$ cat src/rtl/imm_encoder.sv
// imm_encoder: two-stage pipelined packer of a 32-bit immediate into I/S/B/J instruction fields.
// Range/alignment checking (out_err, err_cnt) is built only when IMM_ENC_RANGE_CHECK_EN is defined.
module imm_encoder (
    input  logic        clk,
    input  logic        rst_n,
    input  logic        in_valid,
    output logic        in_ready,
    input  logic [31:0] base_instr,
    input  logic [31:0] imm,
    input  logic [1:0]  immsrc,
    output logic        out_valid,
    input  logic        out_ready,
    output logic [31:0] out_instr,
    output logic        out_err,
    input  logic        clr_cnt,
    output logic [15:0] enc_cnt,
    output logic [15:0] err_cnt
);
    typedef enum logic [1:0] {FmtI = 2'b00, FmtS = 2'b01, FmtB = 2'b10, FmtJ = 2'b11} fmt_e;

    logic        r_a_valid;
    logic [31:0] r_a_instr;
    logic [31:0] r_a_imm;
    fmt_e        r_a_src;
    logic        r_b_valid;
    logic [31:0] r_b_instr;
    logic [15:0] r_enc_cnt;

    logic        w_b_free;
    logic        w_a_load;
    logic        w_b_load;
    logic        w_out_hs;
    logic [31:0] w_pack;

    assign w_b_free = !r_b_valid || out_ready;
    assign in_ready = !r_a_valid || w_b_free;
    assign w_a_load = in_valid && in_ready;
    assign w_b_load = r_a_valid && w_b_free;
    assign w_out_hs = r_b_valid && out_ready;

    // Immediate-field bits of base_instr are overwritten; everything else passes through.
    always_comb begin
        w_pack = r_a_instr;
        unique case (r_a_src)
            FmtI: w_pack[31:20] = r_a_imm[11:0];
            FmtS: begin
                w_pack[31:25] = r_a_imm[11:5];
                w_pack[11:7]  = r_a_imm[4:0];
            end
            FmtB: begin
                w_pack[31]    = r_a_imm[12];
                w_pack[30:25] = r_a_imm[10:5];
                w_pack[11:8]  = r_a_imm[4:1];
                w_pack[7]     = r_a_imm[11];
            end
            FmtJ: begin
                w_pack[31]    = r_a_imm[20];
                w_pack[30:21] = r_a_imm[10:1];
                w_pack[20]    = r_a_imm[11];
                w_pack[19:12] = r_a_imm[19:12];
            end
        endcase
    end

    always_ff @(posedge clk or negedge rst_n) begin
        if (!rst_n) begin
            r_a_valid <= 1'b0;
            r_a_instr <= '0;
            r_a_imm   <= '0;
            r_a_src   <= FmtI;
        end else if (in_ready) begin
            r_a_valid <= in_valid;
            if (in_valid) begin
                r_a_instr <= base_instr;
                r_a_imm   <= imm;
                r_a_src   <= fmt_e'(immsrc);
            end
        end
    end

    always_ff @(posedge clk or negedge rst_n) begin
        if (!rst_n) begin
            r_b_valid <= 1'b0;
            r_b_instr <= '0;
        end else if (w_b_free) begin
            r_b_valid <= r_a_valid;
            if (r_a_valid) begin
                r_b_instr <= w_pack;
            end
        end
    end

    // Clear wins over increment; the count sticks at all-ones.
    always_ff @(posedge clk or negedge rst_n) begin
        if (!rst_n) begin
            r_enc_cnt <= '0;
        end else if (clr_cnt) begin
            r_enc_cnt <= '0;
        end else if (w_out_hs && r_enc_cnt != 16'hFFFF) begin
            r_enc_cnt <= r_enc_cnt + 16'd1;
        end
    end

    assign out_valid = r_b_valid;
    assign out_instr = r_b_instr;
    assign enc_cnt   = r_enc_cnt;

`ifdef IMM_ENC_RANGE_CHECK_EN
    logic        r_b_err;
    logic [15:0] r_err_cnt;
    logic        w_err;

    // Representable iff the bits above the top encoded bit all match it (sign extension).
    always_comb begin
        w_err = 1'b0;
        unique case (r_a_src)
            FmtI, FmtS: w_err = !(&r_a_imm[31:11] || ~|r_a_imm[31:11]);
            FmtB:       w_err = !(&r_a_imm[31:12] || ~|r_a_imm[31:12]) || r_a_imm[0];
            FmtJ:       w_err = !(&r_a_imm[31:20] || ~|r_a_imm[31:20]) || r_a_imm[0];
        endcase
    end

    always_ff @(posedge clk or negedge rst_n) begin
        if (!rst_n) begin
            r_b_err <= 1'b0;
        end else if (w_b_load) begin
            r_b_err <= w_err;
        end
    end

    always_ff @(posedge clk or negedge rst_n) begin
        if (!rst_n) begin
            r_err_cnt <= '0;
        end else if (clr_cnt) begin
            r_err_cnt <= '0;
        end else if (w_out_hs && r_b_err && r_err_cnt != 16'hFFFF) begin
            r_err_cnt <= r_err_cnt + 16'd1;
        end
    end

    assign out_err = r_b_err;
    assign err_cnt = r_err_cnt;
`else
    logic w_unused_imm;
    assign w_unused_imm = ^r_a_imm[31:21];
    assign out_err = 1'b0;
    assign err_cnt = 16'd0;
`endif

endmodule
$ cat config.mk
export PLATFORM = sky130hd
export DESIGN_NAME = imm_encoder
export DESIGN_NICKNAME = d
export VERILOG_FILES = /design/src/rtl/imm_encoder.sv
export SDC_FILE = /design/constraint.sdc
export NUM_CORES = 1
export LEC_CHECK = 0
export BUFFER_PORTS_ARGS = -buffer_cell sky130_fd_sc_hd__buf_2
export CAP_MARGIN = 10
export CORE_UTILIZATION = 48
export DETAILED_ROUTE_END_ITERATION = 10
export PLACE_DENSITY = 0.74
export SYNTH_ARGS = -nofsm -noshare
export SYNTH_HDL_FRONTEND = slang
export SYNTH_SLANG_ARGS = --single-unit
$ cat constraint.sdc
create_clock -name clk -period 3.64 [get_ports clk]
set_clock_uncertainty 0.05 [all_clocks]
set_input_delay 0.364 -clock clk [delete_from_list [all_inputs] [get_ports clk]]
set_output_delay 0.364 -clock clk [all_outputs]
set_load 0.1 [all_outputs]
==> out/results.txt <==
DRC viols: 0
CTS tree: built
TritonCTS Buffers: 9
fillers: 746
Worst EP required: 3.87 ns
ANT cells: 0
number of setup buffers added after CTS: 0
Tcrit/Tclk final: 0.616
Placer Congestion: 0.778
Cell Rows: 34
first-pass GRT wire length: 14500 µm
worst hold-check path type: in2async
Setup WS pre-CTS: 1.38 ns
largest net degree at the start of global routing: 76
YS warnings: 0
share of post-route cells with drive strength above 1: 0.416
die area: 9360 µm²
Setup crit end kind: flip-flop
vias in the first global route: 3011
Worst-Margin Slew: 0.947 ns
CTS sink count: 98
I/O pins: 138
Setup TNS Final: 0 ns
post-synth top area cell: dfrtp_1
number of synthesized flops with an enable pin: 0
CTS Root Cell: clkbuf_8
async set-reset flop share out of synthesis: 1.00
top post-synthesis cells by area: dfrtp_1 (57%), mux2_2 (16%), buf_4 (3.0%), o21ai_0 (2.9%), nand2_1 (2.3%)
sequential share of the synthesized area: 0.569
number of library cell types mapped by synthesis: 41
Post-DRT Antenna Nets: 0
DP HPWL: 5800 µm
Initial Utilization: 0.494
cell with the most instances after synthesis: dfrtp_1
Clk Latency, worst-skew pair: 0.36 ns
FMAX: 0.446 GHz
Buffers on Ports: 102
Final Critical Period: 2.24 ns
synthesized cell area: 4310 µm²
CP max FO: 16
fin worst setup slack: 1.40 ns
VDD IR max: 387 µV
Cells after Synth: 350
Mapped Avg Cell Area: 12.3 µm²
most frequent cells after synthesis: dfrtp_1 (98), mux2_2 (62), nand2_1 (26)
Top FF cell, synth: dfrtp_1
most crowded layer after global routing: met2
clock buffer depth: 2
Max Transition Viols Final: 0
Die Ht: 96.7 µm
WL/cell: 14.7 µm
Worst slew margin: 0.369
CTS Hold Bufs: 0
outcome: completed
GRT met3 Usage: 0.0383
Reg area: 2450 µm²
GR Overflow Total: 0
CP Launch Type: flip-flop
Initial DRT Pass Iterations: 4
Setup CP Type: reg2reg
Area Growth Syn to Fin: 17.3%
placed cells: 546
Final Hold Fails: 0
initial antenna violation count: 0
Chip Width: 96.7 µm
RSZ-0062 raised after global routing: no
flops & latches, synth: 98
multi-input logic area: 1700 µm²
Core Footprint: 8720 µm²
1st-iter DRT viols: 76
GRT Util Overall: 0.191
DR vias: 2949
GR Layer Usage met1: 0.259
MaxCap Viol Count: 0
# resized after CTS: 0
Layout Cells excl Fill: 562
Synth top area share: 0.569
grt met2 use: 0.305
fin nets: 525
Clock transition at path regs: 0.09 ns
P_leak: 2.36 nW
Power Dens Cells: 677 nW/µm²
total wire length: 8240 µm
vias per cell: 5.25
Final setup viols: 0
CTS H-tree lvls: 3
CP arrival: 2.47 ns
[flip-flops by register name, summed over array words and instances (netlist names)]
name	count
r_a_imm	21
r_a_src	2
out_instr	32
r_a_valid	1
enc_cnt	16
r_a_instr	25
out_valid	1
[cells by family after synthesis]
kind of cell / Yosys count / share of synthesized area
muxes: 71 / 0.183
DFF: 98 / 0.569
xor gates and xnor gates: 1 / 0.00203
adders and majority gates: 5 / 0.0145
other: 1 / 0.000870
buffers and inverters: 39 / 0.0514
AOI/OAI and AO/OA: 61 / 0.0863
and+or+nand+nor: 74 / 0.0924
[where the power goes]
part	switching [mW]	internal (mW)	leakage [nW]	total, mW
clock network	0.393	0.330	0.107	0.723
logic	1.08	0.259	1.06	1.33
registers	0.0972	1.27	1.19	1.37
[worst paths after layout]
kind,start,end,slack (ns),cells past startpoint
worst max-delay path,out_valid,enc_cnt[13],1.40,4
worst min-delay path,rst_n,enc_cnt[7],0.09,1
worst max register to register,out_valid,enc_cnt[13],1.40,4
worst min register to register,out_instr[31],out_instr[31],0.43,2
max in group asynchronous,rst_n,out_instr[12],2.55,2
min in group clk,base_instr[0],r_a_instr[0],0.18,2
[stage by stage]
step	power [mW]	utilization	instance area (µm²)	hold WS, ns
after floorplan	2.50	-	4370	0.0184
after global placement	2.70	0.556	4850	0.412
after detailed placement	2.73	0.556	4850	0.417
after CTS	3.47	0.579	5050	0.125
after global routing	3.59	0.579	5050	0.163
final	3.42	0.579	5050	0.0933
[final cells by class]
class,instances,area share
clock buffers,9,0.0245
clock inverters,7,0.0161
inverters,5,0.00371
multi-input cells,229,0.336
flip-flops and latches,98,0.485
well taps,108,0.0267
repair buffers,106,0.107
[layer usage]
layer,share of wire,routed length (µm),vias up
met5,0,0,-
met4,0.017,136,0
met3,0.050,412,12
met2,0.48,3920,89
met1,0.46,3770,1430
li1,-,-,1418
[placed cells by master (no fill, tap or decap), types with 5 or more instances in the layout]
cell      netlist  final
nor2b_1         6      6
a21oi_1        14     14
inv_1           5      5
nor2_1          8      8
mux2_2         62     62
buf_2           4    101
or4_1           6      6
a22oi_1         6      6
clkbuf_8        0      9
nand2_1        26     24
buf_4          17      5
conb_1          1     17
nand3_1         6      6
dfrtp_1        98     98
o31ai_1         5      5
mux2i_1         8      8
o21ai_0        25     25
ha_1            5      5
[critical path: stages (launching register included)]
cell,delay (ns)
dfrtp_1,0.42
nand2_1,0.31
or4b_1,0.74
or4_1,0.51
a21oi_1,0.15
Power figures use the tool's default switching activity.
